==> config.mk <==
export PLATFORM = sky130hd
export DESIGN_NAME = clip_player
export DESIGN_NICKNAME = d
export VERILOG_FILES = /design/src/rtl/clip_player_pkg.sv /design/src/rtl/clip_player_tick.sv /design/src/rtl/clip_player.sv
export SDC_FILE = /design/constraint.sdc
export NUM_CORES = 1
export LEC_CHECK = 0
export BUFFER_PORTS_ARGS = -buffer_cell sky130_fd_sc_hd__buf_2
export CAP_MARGIN = 40
export CORE_UTILIZATION = 46
export DETAILED_ROUTE_END_ITERATION = 7
export PLACE_DENSITY = 0.77
export SETUP_SLACK_MARGIN = 0.1
export SLEW_MARGIN = 5
export SYNTH_ARGS = -nofsm -noshare
export SYNTH_HDL_FRONTEND = slang
export SYNTH_SLANG_ARGS = --single-unit
==> constraint.sdc <==
create_clock -name CLOCK_50 -period 2.4 [get_ports CLOCK_50]
set_input_delay 0.12 -clock CLOCK_50 [delete_from_list [all_inputs] [get_ports CLOCK_50]]
set_output_delay 0.12 -clock CLOCK_50 [all_outputs]
set_load 0.02 [all_outputs]
==> src/rtl/clip_player_pkg.sv <==
// clip_player_pkg
//   Shared definitions for the clip player: playback FSM encoding, the
//   default clip bounds of the stock sound ROM, and the codec sample width.
package clip_player_pkg;

    typedef enum logic {
        ST_IDLE = 1'b0,
        ST_PLAY = 1'b1
    } state_e;

    // Audio codec sample width (left-justified samples).
    localparam int CODEC_W = 32;

    // Stock ROM layout: four clips, 18-bit addresses.
    localparam int DEF_NUM_CLIPS = 4;
    localparam int DEF_ADDR_W    = 18;

    localparam logic [DEF_ADDR_W-1:0] WIN_START    = 18'd0;
    localparam logic [DEF_ADDR_W-1:0] WIN_END      = 18'd16395;
    localparam logic [DEF_ADDR_W-1:0] MOO_START    = 18'd16396;
    localparam logic [DEF_ADDR_W-1:0] MOO_END      = 18'd66982;
    localparam logic [DEF_ADDR_W-1:0] DETECT_START = 18'd66983;
    localparam logic [DEF_ADDR_W-1:0] DETECT_END   = 18'd83254;
    localparam logic [DEF_ADDR_W-1:0] CHEER_START  = 18'd83255;
    localparam logic [DEF_ADDR_W-1:0] CHEER_END    = 18'd137138;

    // Clip i lives in bits [i*ADDR_W +: ADDR_W]; clip 0 is the LSB slice.
    localparam logic [DEF_NUM_CLIPS*DEF_ADDR_W-1:0] DEF_CLIP_START =
        {CHEER_START, DETECT_START, MOO_START, WIN_START};
    localparam logic [DEF_NUM_CLIPS*DEF_ADDR_W-1:0] DEF_CLIP_END =
        {CHEER_END, DETECT_END, MOO_END, WIN_END};

endpackage

==> src/rtl/clip_player_tick.sv <==
// sample_tick
//   Sample-rate divider. Counts 0..DIV-1 while enabled and flags the last
//   count so the caller can act on the same edge the counter wraps.
//   Ports:
//     clk_i  - clock
//     rst_i  - synchronous active-high reset (counter to 0)
//     clr_i  - restart the period (counter to 0), wins over en_i
//     en_i   - advance the counter this cycle; when low the count holds
//     tick_o - high in the cycle whose edge ends a period
module sample_tick #(
    parameter int DIV = 1200
) (
    input  logic clk_i,
    input  logic rst_i,
    input  logic clr_i,
    input  logic en_i,
    output logic tick_o
);

    localparam int CNT_W = (DIV > 2) ? $clog2(DIV) : 1;
    localparam logic [CNT_W-1:0] LAST = CNT_W'(DIV - 1);

    logic [CNT_W-1:0] cnt_q, cnt_d;

    assign tick_o = en_i && !clr_i && (cnt_q == LAST);

    always_comb begin
        cnt_d = cnt_q;
        if (clr_i) begin
            cnt_d = '0;
        end else if (en_i) begin
            cnt_d = (cnt_q == LAST) ? '0 : cnt_q + 1'b1;
        end
    end

    always_ff @(posedge clk_i) begin
        if (rst_i) begin
            cnt_q <= '0;
        end else begin
            cnt_q <= cnt_d;
        end
    end

endmodule

==> src/rtl/clip_player.sv <==
// clip_player
//   Plays sound clips out of an external synchronous sample ROM into an
//   audio codec FIFO at one sample every DIV clocks. Playback runs in real
//   time: a sample the FIFO cannot take is dropped, never delayed.
//   Ports:
//     CLOCK_50                - system clock
//     reset                   - synchronous active-high reset
//     trigger/clip_sel/loop_mode - start request, clip index, repeat flag
//     stop                    - abort playback (wins over trigger)
//     atten                   - output attenuation, arithmetic shift 0..3
//     rom_addr/rom_q          - ROM address out, data back one cycle later
//     audio_out_allowed       - codec FIFO has room
//     write_audio_out         - one-cycle sample write strobe
//     left/right_channel_audio_out - left-justified 32-bit samples
//     busy/done/dropped/cur_clip   - status; done and dropped are pulses
module clip_player
    import clip_player_pkg::*;
#(
    parameter int NUM_CLIPS = DEF_NUM_CLIPS,
    parameter int ADDR_W    = DEF_ADDR_W,
    parameter int SAMPLE_W  = 6,
    parameter int DIV       = 1200,
    parameter logic [NUM_CLIPS*ADDR_W-1:0] CLIP_START = DEF_CLIP_START,
    parameter logic [NUM_CLIPS*ADDR_W-1:0] CLIP_END   = DEF_CLIP_END,
    parameter int STEREO    = 0
) (
    input  logic                         CLOCK_50,
    input  logic                         reset,
    input  logic                         trigger,
    input  logic [$clog2(NUM_CLIPS)-1:0] clip_sel,
    input  logic                         loop_mode,
    input  logic                         stop,
    input  logic [1:0]                   atten,
    output logic [ADDR_W-1:0]            rom_addr,
    input  logic [SAMPLE_W-1:0]          rom_q,
    input  logic                         audio_out_allowed,
    output logic                         write_audio_out,
    output logic [CODEC_W-1:0]           left_channel_audio_out,
    output logic [CODEC_W-1:0]           right_channel_audio_out,
    output logic                         busy,
    output logic                         done,
    output logic                         dropped,
    output logic [$clog2(NUM_CLIPS)-1:0] cur_clip
);

    localparam int SEL_W = $clog2(NUM_CLIPS);

    state_e state_q, state_d;

    logic [ADDR_W-1:0]  addr_q, addr_d;
    logic [SEL_W-1:0]   cur_clip_q, cur_clip_d;
    logic               loop_q, loop_d;
    logic [CODEC_W-1:0] left_q, left_d;
    logic [CODEC_W-1:0] right_q, right_d;
    logic               wr_q, wr_d;
    logic               done_q, done_d;
    logic               drop_q, drop_d;

    logic               trig_ok, accept, tick_en, tick, at_end;
    logic [ADDR_W-1:0]  sel_start, cur_start, cur_end;
    logic signed [CODEC_W-1:0] samp_full;

    // An out-of-range clip index is not a request at all; stop beats trigger.
    assign trig_ok = trigger && (int'(clip_sel) < NUM_CLIPS);
    assign accept  = trig_ok && !stop;

    assign sel_start = CLIP_START[int'(clip_sel) * ADDR_W +: ADDR_W];
    assign cur_start = CLIP_START[int'(cur_clip_q) * ADDR_W +: ADDR_W];
    assign cur_end   = CLIP_END[int'(cur_clip_q) * ADDR_W +: ADDR_W];
    assign at_end    = (addr_q == cur_end);

    // Signed so the attenuation shift keeps the sign.
    assign samp_full = {rom_q, {(CODEC_W - SAMPLE_W){1'b0}}};

    // The period counter only runs while playing; a stop freezes it and an
    // accepted trigger restarts it, so neither produces a strobe.
    assign tick_en = (state_q == ST_PLAY) && !stop;

    sample_tick #(
        .DIV (DIV)
    ) u_tick (
        .clk_i  (CLOCK_50),
        .rst_i  (reset),
        .clr_i  (accept),
        .en_i   (tick_en),
        .tick_o (tick)
    );

    // ---------------- FSM: state register ----------------
    always_ff @(posedge CLOCK_50) begin
        if (reset) begin
            state_q <= ST_IDLE;
        end else begin
            state_q <= state_d;
        end
    end

    // ---------------- FSM: next state ----------------
    always_comb begin
        state_d = state_q;
        unique case (state_q)
            ST_IDLE: begin
                if (accept) state_d = ST_PLAY;
            end
            ST_PLAY: begin
                if (stop)                          state_d = ST_IDLE;
                else if (accept)                   state_d = ST_PLAY;
                else if (tick && at_end && !loop_q) state_d = ST_IDLE;
            end
            default: state_d = ST_IDLE;
        endcase
    end

    // ---------------- FSM: outputs ----------------
    always_comb begin
        busy = (state_q == ST_PLAY);
    end

    // ---------------- datapath ----------------
    always_comb begin
        addr_d     = addr_q;
        cur_clip_d = cur_clip_q;
        loop_d     = loop_q;
        left_d     = left_q;
        right_d    = right_q;
        wr_d       = 1'b0;
        done_d     = 1'b0;
        drop_d     = 1'b0;
        if (accept) begin
            cur_clip_d = clip_sel;
            loop_d     = loop_mode;
            addr_d     = sel_start;
        end else if (tick) begin
            left_d  = samp_full >>> atten;
            right_d = (STEREO != 0) ? left_d : '0;
            wr_d    = audio_out_allowed;
            drop_d  = !audio_out_allowed;
            // Address moves on even when the sample is dropped.
            if (!at_end) begin
                addr_d = addr_q + 1'b1;
            end else if (loop_q) begin
                addr_d = cur_start;
            end else begin
                done_d = 1'b1;
            end
        end
    end

    always_ff @(posedge CLOCK_50) begin
        if (reset) begin
            addr_q     <= '0;
            cur_clip_q <= '0;
            loop_q     <= 1'b0;
            left_q     <= '0;
            right_q    <= '0;
            wr_q       <= 1'b0;
            done_q     <= 1'b0;
            drop_q     <= 1'b0;
        end else begin
            addr_q     <= addr_d;
            cur_clip_q <= cur_clip_d;
            loop_q     <= loop_d;
            left_q     <= left_d;
            right_q    <= right_d;
            wr_q       <= wr_d;
            done_q     <= done_d;
            drop_q     <= drop_d;
        end
    end

    assign rom_addr                = addr_q;
    assign cur_clip                = cur_clip_q;
    assign left_channel_audio_out  = left_q;
    assign right_channel_audio_out = right_q;
    assign write_audio_out         = wr_q;
    assign done                    = done_q;
    assign dropped                 = drop_q;

endmodule
### Word-level counts from Yosys, hierarchy flattened

Cells that the tools add are included.

* multiplexer cells: 11
* shift operators: 4
* bitwise logic cells: 4
* magnitude comparators: 0
* reduce and logical (&&, ||, !) cells: 16
* divide/modulo/power cells: 0
* equal/unequal tests: 3
* $mul: 2
* add/subtract/negate cells: 2

Operators with widths (count)
* $shiftx 72x8->18 const A: 2
* $mux 18: 4
* $shiftx 72x32->18 const A: 1
* $sshr 32x2->32: 1
* $add 18x1->18 const B: 1
* $eq 18x18->1: 1
* $mul 2x4->6 const B: 2
* $add 11x1->11 const B: 1
* $eq 11x11->1 const B: 1
* $mux 11: 1
* $logic_and 1x1->1: 6
* $mux 1: 5
* $logic_not 1->1: 4
* $not 1->1: 4
* $reduce_and 2->1: 2
* $reduce_or 4->1: 1
* $ne 3x2->1 const B: 1
* $reduce_or 3->1: 1
* $pmux 1 s2: 1
* $reduce_bool 2->1: 1
* $reduce_or 2->1: 1

* latch bits: 0
* ROM bits: 0
* memory bits (writable): 0
* memories kept: 0
* register bits after elaboration: 68
* logic and storage cells: 51

### Depth between registers and ports, before layout

Gate-level depths: netlist (run 1).

* word-level depth: 11
* depth in mapped cells: 11

### Cells and area by module

A second synthesis (run 1) with hierarchy kept.

* cells, all modules: 365
* area, all modules: 2980.4 um^2

Modules (own cells, without submodules)
* clip_player: instances 1, area an instance 2457.4 um^2, sequential area each 680.7 um^2, cells an instance 307
* sample_tick: instances 1, area an instance 523.0 um^2, sequential area each 220.2 um^2, cells an instance 58

### Worst setup path before layout (run 1)

No wires, ideal clock.

* path kind: flip-flop to flip-flop
* start point: reg cur_clip_q[1] (netlist: cur_clip[1])
* end point: reg addr_q[7] (netlist: rom_addr[7])
* arrival: 2.540 ns
* data required time: 2.314 ns
* setup slack: -0.226 ns
* buffers on the path: 2
* cell stages (with the launch flop): 11
* cells stage by stage: dfxtp_1 > clkbuf_1 > inv_1 > ha_1 > or2_2 > a21oi_1 > nor4bb_1 > buf_4 > and2_1 > mux2_2 > a211oi_1

* longest elaborated chain between the ends: 6

RTL lines
* start: declaration: line clip_player.sv:51 `logic [SEL_W-1:0] cur_clip_q, cur_clip_d;`
* start signal: assignment: line clip_player.sv:161 `cur_clip_q <= cur_clip_d;`
* $mul 2x4->6 *: line clip_player.sv:68, clip_player.sv:69
* $shiftx 72x8->18 or $shiftx 72x32->18 (tied branches): line clip_player.sv:69, clip_player.sv:68
* $eq 18x18->1 or $mux 18 (tied branches): line clip_player.sv:70, clip_player.sv:141
* $mux 18: line clip_player.sv:139 `if (!at_end) begin`
* $mux 18: line clip_player.sv:133 `end else if (tick) begin`
* $mux 18: line clip_player.sv:129 `if (accept) begin`
* end signal: assignment: line clip_player.sv:160 `addr_q <= addr_d;`
* end: declaration: line clip_player.sv:50 `logic [ADDR_W-1:0] addr_q, addr_d;`

Mark *: on every way between the ends. The rest lies on a longest branch, timed or not. The select of a mux whose other input is x is not followed.
A chain may end at the register's enable or synchronous reset.

### Worst setup path after layout (run 1)

* start point: reg cur_clip_q[1] (netlist: cur_clip[1])
* end point: reg addr_q[17] (netlist: rom_addr[17])

The elaborated chain is that of the path after synthesis.

==> results of run 1 <==
-- synth_stat cells, drive strengths merged (6+ instances only) --
| library cell | instances |
|---|---|
| a21oi | 26 |
| o21ai | 9 |
| dfxtp | 45 |
| nor3 | 8 |
| or3 | 6 |
| a211oi | 6 |
| buf | 61 |
| nand3 | 12 |
| xor2 | 11 |
| nor2 | 45 |
| ha | 6 |
| xnor2 | 6 |
| inv | 10 |
| clkbuf | 13 |
| nand2 | 32 |
| nand4 | 9 |
-- state kept, by name (all words and copies together) (netlist names) --
signal / count
rom_addr: 18
loop_q: 1
write_audio_out: 1
cur_clip: 2
dropped: 1
done: 1
u_tick.cnt_q: 11
left_channel_audio_out: 9
busy: 1
-- final cells by class --
cell class                      instances  area, sq um
Fill cell                             607         2900
Multi-Input combinational cell        310         1850
Tap cell                               77         96.3
Timing Repair Buffer                   74          439
Sequential cell                        45          906
Inverter                               10         40.0
Clock inverter                          2         16.3
Clock buffer                            5         68.8
-- layer usage --
metal  global-route usage (%)  vias up  part of all wire (%)
met5                        0        -                     0
met4                     6.55        0                   2.6
met3                     5.16       27                   8.1
met2                     35.3      160                    46
met1                     29.6     1371                    43
li1                         -     1356                     -
-- cell families (layout without fill, tap and decap cells) --
| family | count (synthesis) | after routing | synth area share (%) |
|---|---|---|---|
| compound gates | 71 | 72 | 15.8 |
| xor+xnor | 17 | 17 | 4.97 |
| fa+ha+maj | 6 | 6 | 2.51 |
| buf+inv | 84 | 91 | 17.7 |
| flops | 45 | 45 | 30.1 |
| mux | 7 | 7 | 2.55 |
| other cells | 1 | 55 | 0.125 |
| simple gates | 153 | 153 | 26.3 |
-- through the flow --
stage	utilization, %	cell area (sq um)	power, mW	std cells	hold slack (ns)
2_1_floorplan	-	3230	1.07	438	0.197
3_3_place_gp	50.6	3200	1.07	507	0.294
3_5_place_dp	50.6	3200	1.07	507	0.300
4_1_cts	52.3	3300	1.55	516	0.0517
5_1_grt	54.1	3420	1.63	523	0.0513
6_report	54.1	3420	1.56	523	0.0511
-- cells in the final DEF, fill, tap and decap left out, types with 3 or more instances in the layout --
| cell type | Yosys | layout |
|---|---|---|
| a211o_1 | 3 | 3 |
| a211oi_1 | 6 | 5 |
| a21oi_1 | 26 | 25 |
| a311oi_1 | 3 | 3 |
| and3_1 | 5 | 5 |
| and3b_1 | 3 | 3 |
| and4_1 | 3 | 3 |
| buf_2 | 4 | 49 |
| buf_4 | 56 | 23 |
| clkbuf_8 | 0 | 5 |
| conb_1 | 1 | 55 |
| dfxtp_1 | 45 | 43 |
| ha_1 | 6 | 5 |
| inv_1 | 10 | 8 |
| mux2_2 | 5 | 4 |
| nand2_1 | 32 | 32 |
| nand3_1 | 12 | 12 |
| nand3b_1 | 3 | 3 |
| nand4_1 | 9 | 9 |
| nand4b_1 | 3 | 3 |
| nor2_1 | 45 | 44 |
| nor2b_1 | 4 | 4 |
| nor3_1 | 8 | 8 |
| nor4_1 | 4 | 3 |
| o21ai_0 | 9 | 8 |
| o22ai_1 | 4 | 3 |
| or2_2 | 4 | 3 |
| or3_1 | 6 | 6 |
| xnor2_1 | 6 | 6 |
| xor2_1 | 11 | 11 |
-- worst max-delay path: cells and delay by family, from the launching register on --
kind | cells | cell delay [ns]
buffers and inverters | 2 | 0.24
AND/OR/NAND/NOR | 2 | 0.55
adder cells (fa/ha/maj) | 1 | 0.18
flip-flops | 1 | 0.38
AO/OA/AOI/OAI | 3 | 0.73
XOR/XNOR | 1 | 0.14
-- how the worst min path moves through the flow --
stage                      start                   to  slack [ns]  cells after the start
3_3_place_gp   audio_out_allowed   dropped$_SDFF_PP0_        0.29                      2
5_1_grt                loop_mode  loop_q$_SDFFE_PP0P_        0.05                      3
6_report               loop_mode  loop_q$_SDFFE_PP0P_        0.05                      3
4_1_cts                loop_mode  loop_q$_SDFFE_PP0P_        0.05                      3
2_1_floorplan  audio_out_allowed   dropped$_SDFF_PP0_        0.20                      1
3_5_place_dp   audio_out_allowed   dropped$_SDFF_PP0_        0.30                      2
-- power groups by stage --
stage                     registers (mW)  logic [mW]  clock network (mW)
after global placement             0.797       0.271                   0
after CTS                          0.779       0.279               0.489
after global routing               0.782       0.333               0.517
after detailed placement           0.797       0.275                   0
final                              0.780       0.301               0.481
after floorplan                    0.808       0.262                   0
-- what timing repair did --
| action | 4_1_cts | 5_1_grt |
|---|---|---|
| resized for setup | 2 | 14 |
| endpoints found under the hold margin | 1 | 0 |
| buffers inserted | 1 | 5 |
| pin swaps | 0 | 7 |
| hold buffers | 1 | 0 |
| setup endpoints to repair | 2 | 12 |
| cloned | 0 | 2 |
==> impl_metrics.prom, run 1 <==
# TYPE chip_impl_metric gauge
chip_impl_info{name="status",value="complete, no violations"} 1
chip_impl_metric{name="clock-skew-final",unit="ns"} 0.00620
chip_impl_info{name="crit_path_end_kind",value="register"} 1
chip_impl_metric{name="drive_above_1_share",unit="%"} 24.2
chip_impl_metric{name="yosysTopAreaCellShare",unit="%"} 30.1
chip_impl_metric{name="max_clock_freq",unit="GHz"} 0.439
chip_impl_metric{name="peakVddDrop",unit="mV"} 0.403
chip_impl_metric{name="synthCells",unit=""} 384
chip_impl_metric{name="numPortBuffers",unit=""} 48
chip_impl_info{name="critical_path.cell_chain",value="inv_4 > ha_4 > xor2_1 > a22oi_1 > nor4bb_2 > buf_4 > a31o_4 > or4b_1 > a21oi_1"} 1
chip_impl_metric{name="critPathMaxFanout",unit=""} 8
chip_impl_metric{name="ios",unit=""} 104
chip_impl_metric{name="yosysWarningCount",unit=""} 0
chip_impl_metric{name="clk_pin_slew",unit="ns"} 0.09
chip_impl_metric{name="post-dp-hpwl",unit="mm"} 5.36
chip_impl_metric{name="routed_wire_length_per_instance",unit="um"} 14.6
chip_impl_info{name="startpoint_type",value="register"} 1
chip_impl_metric{name="final_min_period_over_clock_period",unit="%"} 94.9
chip_impl_metric{name="grt_first_pass_wirelength",unit="mm"} 11.5
chip_impl_metric{name="number_of_sinks_handled_by_clock_tree_synthesis",unit=""} 45
chip_impl_metric{name="rows",unit=""} 29
chip_impl_metric{name="power-per-cell-area",unit="nW/um^2"} 457
chip_impl_metric{name="avgViaCountPerCell",unit=""} 5.57
chip_impl_metric{name="start_util",unit="%"} 47.4
chip_impl_metric{name="power.switching",unit="uW"} 511
chip_impl_metric{name="synthesis.area_per_instance",unit="sq um"} 7.80
chip_impl_metric{name="antenna_found_initial",unit=""} 0
chip_impl_metric{name="grt_start_max_net_pins",unit=""} 27
chip_impl_info{name="cpMaxStageDelayCell",value="or4b_1"} 1
chip_impl_metric{name="drcViolationCount",unit=""} 0
chip_impl_metric{name="die_area",unit="sq um"} 6840
chip_impl_metric{name="power.share.clock",unit="%"} 30.8
chip_impl_info{name="grt_setup_unrepaired",value="true"} 1
chip_impl_metric{name="synth-async-reset-ratio",unit="%"} 0
chip_impl_metric{name="diodes",unit=""} 0
chip_impl_metric{name="synth_seq_area_share",unit="%"} 30.1
chip_impl_metric{name="netlist-cell-type-count",unit=""} 53
chip_impl_metric{name="final-setup-viol-count",unit=""} 0
chip_impl_metric{name="r2r_setup_slack",unit="ns"} 0.12
chip_impl_metric{name="timing_hold_violations_final",unit=""} 0
chip_impl_metric{name="critical-path-max-stage-delay",unit="ns"} 0.46
chip_impl_metric{name="clk_path_buf_depth",unit=""} 2
chip_impl_metric{name="r2r.worst_path.cells",unit=""} 9
chip_impl_metric{name="antenna_violating_nets_post_route",unit=""} 0
chip_impl_metric{name="vias_in_the_first_global_route",unit=""} 2357
chip_impl_metric{name="post-place-ws",unit="ns"} 0.0861
chip_impl_metric{name="finalWeightedCongestion",unit=""} 0.887
chip_impl_metric{name="tritoncts.num_buffers",unit=""} 5
chip_impl_info{name="worstSetupEndpoint",value="rom_addr[17]$_SDFFE_PP0P_"} 1
chip_impl_metric{name="htree_num_levels",unit=""} 2
chip_impl_metric{name="die_wd",unit="um"} 82.7
chip_impl_metric{name="synthToLayoutAreaGrowth",unit="%"} 14.1
chip_impl_metric{name="total_leakage_power",unit="nW"} 1.48
chip_impl_metric{name="setup_slack",unit="ns"} 0.121
chip_impl_metric{name="intPower",unit="mW"} 1.05
chip_impl_metric{name="drt-pass1-iter-count",unit=""} 5
chip_impl_info{name="yosys-top-cells-area",value="dfxtp_1 30%, buf_4 14%, nor2_1 5.6%, a21oi_1 4.3%, nand2_1 4.0%"} 1
chip_impl_metric{name="yosys_register_bits",unit=""} 45
chip_impl_info{name="startpoint_of_the_worst_slack_reg_to_reg_timing_path",value="cur_clip[1]$_SDFFE_PP0P_"} 1
chip_impl_metric{name="grt_util_all_layers",unit="%"} 22.2
chip_impl_metric{name="required_time_of_the_worst_setup_path",unit="ns"} 2.65
chip_impl_info{name="worstSetupStartpoint",value="cur_clip[1]$_SDFFE_PP0P_"} 1
chip_impl_metric{name="worstPathArrival",unit="ns"} 2.53
chip_impl_metric{name="clock_latency",unit="ns"} 0.31
chip_impl_info{name="crit-reg2reg-capture",value="rom_addr[17]$_SDFFE_PP0P_"} 1
chip_impl_metric{name="power.combinational.fraction",unit="%"} 19.3
chip_impl_info{name="worstHoldPathType",value="in2reg"} 1
chip_impl_info{name="synth_area_leader_cell",value="dfxtp_1"} 1
chip_impl_metric{name="net_total_in_the_final_layout",unit=""} 468
chip_impl_metric{name="setup_tns",unit="ns"} 0
chip_impl_metric{name="floorplan.core_area",unit="sq um"} 6310
chip_impl_metric{name="total_count_of_max_transition_violations_in_the_final_report",unit=""} 0
chip_impl_metric{name="slew-limit-headroom",unit="%"} 63.4
chip_impl_metric{name="y_dimension_of_the_die",unit="um"} 82.7
chip_impl_info{name="clockRootBuffer",value="clkbuf_8"} 1
chip_impl_metric{name="edff_count_synth",unit=""} 0
chip_impl_metric{name="initial_drt_markers",unit=""} 319
chip_impl_metric{name="detailroute.via_count",unit=""} 2914
chip_impl_metric{name="post-route-min-period",unit="ns"} 2.28
chip_impl_metric{name="maxCapViolCount",unit=""} 0
chip_impl_metric{name="synth.cell_area",unit="sq um"} 2990
chip_impl_metric{name="switching_share",unit="%"} 32.7
chip_impl_metric{name="tightestPinTransition",unit="ns"} 0.549
chip_impl_metric{name="sequentialPowerShare",unit="%"} 49.9
chip_impl_metric{name="grt.overflow.total",unit=""} 0
chip_impl_info{name="postSynth.topFlopCell",value="dfxtp_1"} 1
chip_impl_metric{name="detail_route.wirelength",unit="mm"} 7.63
chip_impl_info{name="cts_tree",value="yes"} 1
chip_impl_info{name="worst-setup-path-type",value="reg2reg"} 1
Power figures use the tool's default switching activity.
==> run 2: changes to the inputs <==
--- a/config.mk
+++ b/config.mk
@@ -10,4 +10,5 @@
 export CORE_UTILIZATION = 46
 export DETAILED_ROUTE_END_ITERATION = 7
+export HOLD_SLACK_MARGIN = 0.02
 export PLACE_DENSITY = 0.77
 export SETUP_SLACK_MARGIN = 0.1
==> constraint.sdc (replaced) <==
create_clock -name CLOCK_50 -period 2.4 [get_ports CLOCK_50]
set_input_delay 0.12 -clock CLOCK_50 [delete_from_list [all_inputs] [get_ports CLOCK_50]]
set_output_delay 0.12 -clock CLOCK_50 [all_outputs]
set_load 0.1 [all_outputs]
==> run 2 against run 1 <==
- sequential power up 0.5%
- cell area down 0.26%
- worst setup slack lost 0.0086 ns
- non-clock buffer count decreased by 7
- sequential share of layout area up 0.66 points
- sequential cell count stayed put
- critical path depth did not move
- critical endpoint is now rom_addr[7]$_SDFFE_PP0P_
- largest cell class unchanged
==> impl_metrics.prom, run 2 (same netlist as run 1, synthesis figures left out) <==
# TYPE chip_impl_metric gauge
chip_impl_info{name="status",value="complete, no violations"} 1
chip_impl_metric{name="vias_in_the_first_global_route",unit=""} 2472
chip_impl_info{name="crit_path_end_kind",value="register"} 1
chip_impl_metric{name="clk_path_buf_depth",unit=""} 2
chip_impl_metric{name="clk_pin_slew",unit="ns"} 0.08
chip_impl_info{name="crit-reg2reg-capture",value="rom_addr[7]$_SDFFE_PP0P_"} 1
chip_impl_info{name="cts_tree",value="yes"} 1
chip_impl_metric{name="required_time_of_the_worst_setup_path",unit="ns"} 2.62
chip_impl_metric{name="max_clock_freq",unit="GHz"} 0.437
chip_impl_metric{name="antenna_violating_nets_post_route",unit=""} 0
chip_impl_metric{name="place_inst",unit=""} 504
chip_impl_metric{name="diodes",unit=""} 0
chip_impl_metric{name="total_leakage_power",unit="nW"} 1.46
chip_impl_metric{name="critical_path.n_buffers_inverters",unit=""} 2
chip_impl_metric{name="floorplan.core_area",unit="sq um"} 6310
chip_impl_metric{name="peakVddDrop",unit="mV"} 0.376
chip_impl_metric{name="final_min_period_over_clock_period",unit="%"} 95.3
chip_impl_metric{name="slew-limit-headroom",unit="%"} 59.9
chip_impl_metric{name="routed_wire_length_per_instance",unit="um"} 14.2
chip_impl_metric{name="largest_reg_flops",unit=""} 18
chip_impl_metric{name="seqCellArea",unit="sq um"} 926
chip_impl_metric{name="final-setup-viol-count",unit=""} 0
chip_impl_info{name="critical_path.cell_chain",value="buf_4 > ha_1 > nor2_1 > a21oi_2 > nor4bb_4 > buf_4 > and2_4 > mux2_4 > a211oi_2"} 1
chip_impl_metric{name="initial_drt_markers",unit=""} 228
chip_impl_info{name="crit_top_cell",value="buf_4"} 1
chip_impl_metric{name="grt_util_all_layers",unit="%"} 22.5
chip_impl_metric{name="tritoncts.num_buffers",unit=""} 5
chip_impl_metric{name="combined_area_of_the_multi_input_logic_cells",unit="sq um"} 1850
chip_impl_metric{name="detail_route.wirelength",unit="mm"} 7.30
chip_impl_metric{name="drcViolationCount",unit=""} 0
chip_impl_metric{name="grt_first_pass_wirelength",unit="mm"} 11.6
chip_impl_info{name="hold_path.startpoint",value="loop_mode"} 1
chip_impl_metric{name="drive_above_1_share",unit="%"} 26.7
chip_impl_metric{name="ios",unit=""} 104
chip_impl_metric{name="post-route-util",unit="%"} 54.0
chip_impl_metric{name="drt-pass1-iter-count",unit=""} 5
chip_impl_info{name="grt_setup_unrepaired",value="true"} 1
chip_impl_info{name="startpoint_type",value="register"} 1
chip_impl_metric{name="critical-path-max-stage-delay",unit="ns"} 0.36
chip_impl_metric{name="clock_latency",unit="ns"} 0.30
chip_impl_metric{name="detailroute.via_count",unit=""} 2760
chip_impl_info{name="clockRootBuffer",value="clkbuf_8"} 1
chip_impl_metric{name="r2r.worst_path.cells",unit=""} 9
chip_impl_info{name="worstHoldPathType",value="in2reg"} 1
chip_impl_metric{name="numPortBuffers",unit=""} 48
chip_impl_metric{name="total_count_of_max_transition_violations_in_the_final_report",unit=""} 0
chip_impl_metric{name="holdPathStages",unit=""} 3
chip_impl_metric{name="y_dimension_of_the_die",unit="um"} 82.7
chip_impl_metric{name="antenna_found_initial",unit=""} 0
chip_impl_info{name="cpMaxStageDelayCell",value="dfxtp_4"} 1
chip_impl_metric{name="htree_num_levels",unit=""} 2
chip_impl_metric{name="grt.overflow.total",unit=""} 0
chip_impl_metric{name="post-route-min-period",unit="ns"} 2.29
chip_impl_metric{name="start_util",unit="%"} 47.4
chip_impl_info{name="worst-setup-path-type",value="reg2reg"} 1
chip_impl_metric{name="clock-skew-final",unit="ns"} 0.00373
chip_impl_metric{name="worstPathArrival",unit="ns"} 2.51
chip_impl_metric{name="net_total_in_the_final_layout",unit=""} 460
chip_impl_metric{name="die_area",unit="sq um"} 6840
chip_impl_metric{name="number_of_sinks_handled_by_clock_tree_synthesis",unit=""} 45
chip_impl_metric{name="finalWeightedCongestion",unit=""} 0.898
chip_impl_info{name="worst_path_dominant_cell_family",value="simple AND/OR/NAND/NOR gates"} 1
chip_impl_metric{name="grt_start_max_net_pins",unit=""} 27
chip_impl_metric{name="r2r_setup_slack",unit="ns"} 0.11
chip_impl_metric{name="avgViaCountPerCell",unit=""} 5.36
chip_impl_metric{name="final_power",unit="mW"} 1.91
chip_impl_info{name="layout.cells.most_common",value="conb_1"} 1
chip_impl_info{name="startpoint_of_the_worst_slack_reg_to_reg_timing_path",value="cur_clip[1]$_SDFFE_PP0P_"} 1
chip_impl_metric{name="rows",unit=""} 29
chip_impl_metric{name="fill_cells",unit=""} 629
chip_impl_metric{name="maxCapViolCount",unit=""} 0
chip_impl_metric{name="timing_hold_violations_final",unit=""} 0
chip_impl_metric{name="die_wd",unit="um"} 82.7
chip_impl_info{name="hold-path-endpoint",value="loop_q$_SDFFE_PP0P_"} 1
chip_impl_info{name="mostFrequentLayoutCells",value="55 x conb_1, 48 x buf_2, 44 x nor2_1, 32 x nand2_1, 29 x dfxtp_1"} 1
chip_impl_metric{name="critPathMaxFanout",unit=""} 9
chip_impl_metric{name="synthToLayoutAreaGrowth",unit="%"} 13.8
chip_impl_metric{name="finalNonFillerCells",unit=""} 515
chip_impl_metric{name="power-per-cell-area",unit="nW/um^2"} 561
chip_impl_metric{name="tightestPinTransition",unit="ns"} 0.602
chip_impl_metric{name="post-dp-hpwl",unit="mm"} 5.34
-- run 2: how the worst max path moves through the flow --
| stage | from | end | slack [ns] | cells after the start |
|---|---|---|---|---|
| after floorplan | cur_clip[1]$_SDFFE_PP0P_ | rom_addr[17]$_SDFFE_PP0P_ | -0.12 | 10 |
| after global placement | cur_clip[0]$_SDFFE_PP0P_ | rom_addr[7]$_SDFFE_PP0P_ | 0.09 | 9 |
| after detailed placement | cur_clip[0]$_SDFFE_PP0P_ | rom_addr[7]$_SDFFE_PP0P_ | 0.04 | 9 |
| after CTS | cur_clip[1]$_SDFFE_PP0P_ | rom_addr[17]$_SDFFE_PP0P_ | 0.11 | 9 |
| after global routing | cur_clip[1]$_SDFFE_PP0P_ | rom_addr[7]$_SDFFE_PP0P_ | 0.02 | 9 |
| final | cur_clip[1]$_SDFFE_PP0P_ | rom_addr[7]$_SDFFE_PP0P_ | 0.11 | 9 |
-- run 2: tightest hold or removal path, stage by stage --
cell and delay [ns]:
buf_2 0.10, nand2_1 0.05, a21oi_1 0.05
-- run 2: through the flow --
stage / worst slack [ns] / TNS, ns / hold WS [ns] / area [sq um]
2_1_floorplan: -0.120 / -0.332 / 0.197 / 3280
3_3_place_gp: 0.0883 / 0 / 0.293 / 3220
3_5_place_dp: 0.0413 / 0 / 0.297 / 3220
4_1_cts: 0.107 / 0 / 0.0603 / 3340
5_1_grt: 0.0219 / 0 / 0.0634 / 3410
6_report: 0.113 / 0 / 0.0625 / 3410
-- run 2: layer usage --
metal	up-vias	global-route usage, %	share of wire [%]
met1	1259	27.9	42
met2	142	36.4	47
met4	0	9.66	2.5
met3	17	6.26	7.7
li1	1342	-	-
met5	-	0	0
-- run 2: cell type report --
| cell class | instances | area share, % |
|---|---|---|
| Inverter | 10 | 1.25 |
| Clock inverter | 2 | 0.441 |
| Tap cell | 77 | 2.83 |
| Clock buffer | 5 | 2.02 |
| Sequential cell | 45 | 27.2 |
| Multi-Input combinational cell | 309 | 54.1 |
| Timing Repair Buffer | 67 | 12.2 |
-- run 2: power breakdown --
group	switching, mW	internal (mW)
logic	0.573	0.0899
clock network	0.264	0.202
registers	0.0233	0.761
-- run 2: timing repair --
item / in CTS / in global routing
endpoints found under the hold margin: 1 / 0
gates resized for setup: 5 / 7
setup buffers: 0 / 3
pin swaps: 1 / 4
setup endpoints to repair: 8 / 10
hold buffers: 1 / 0
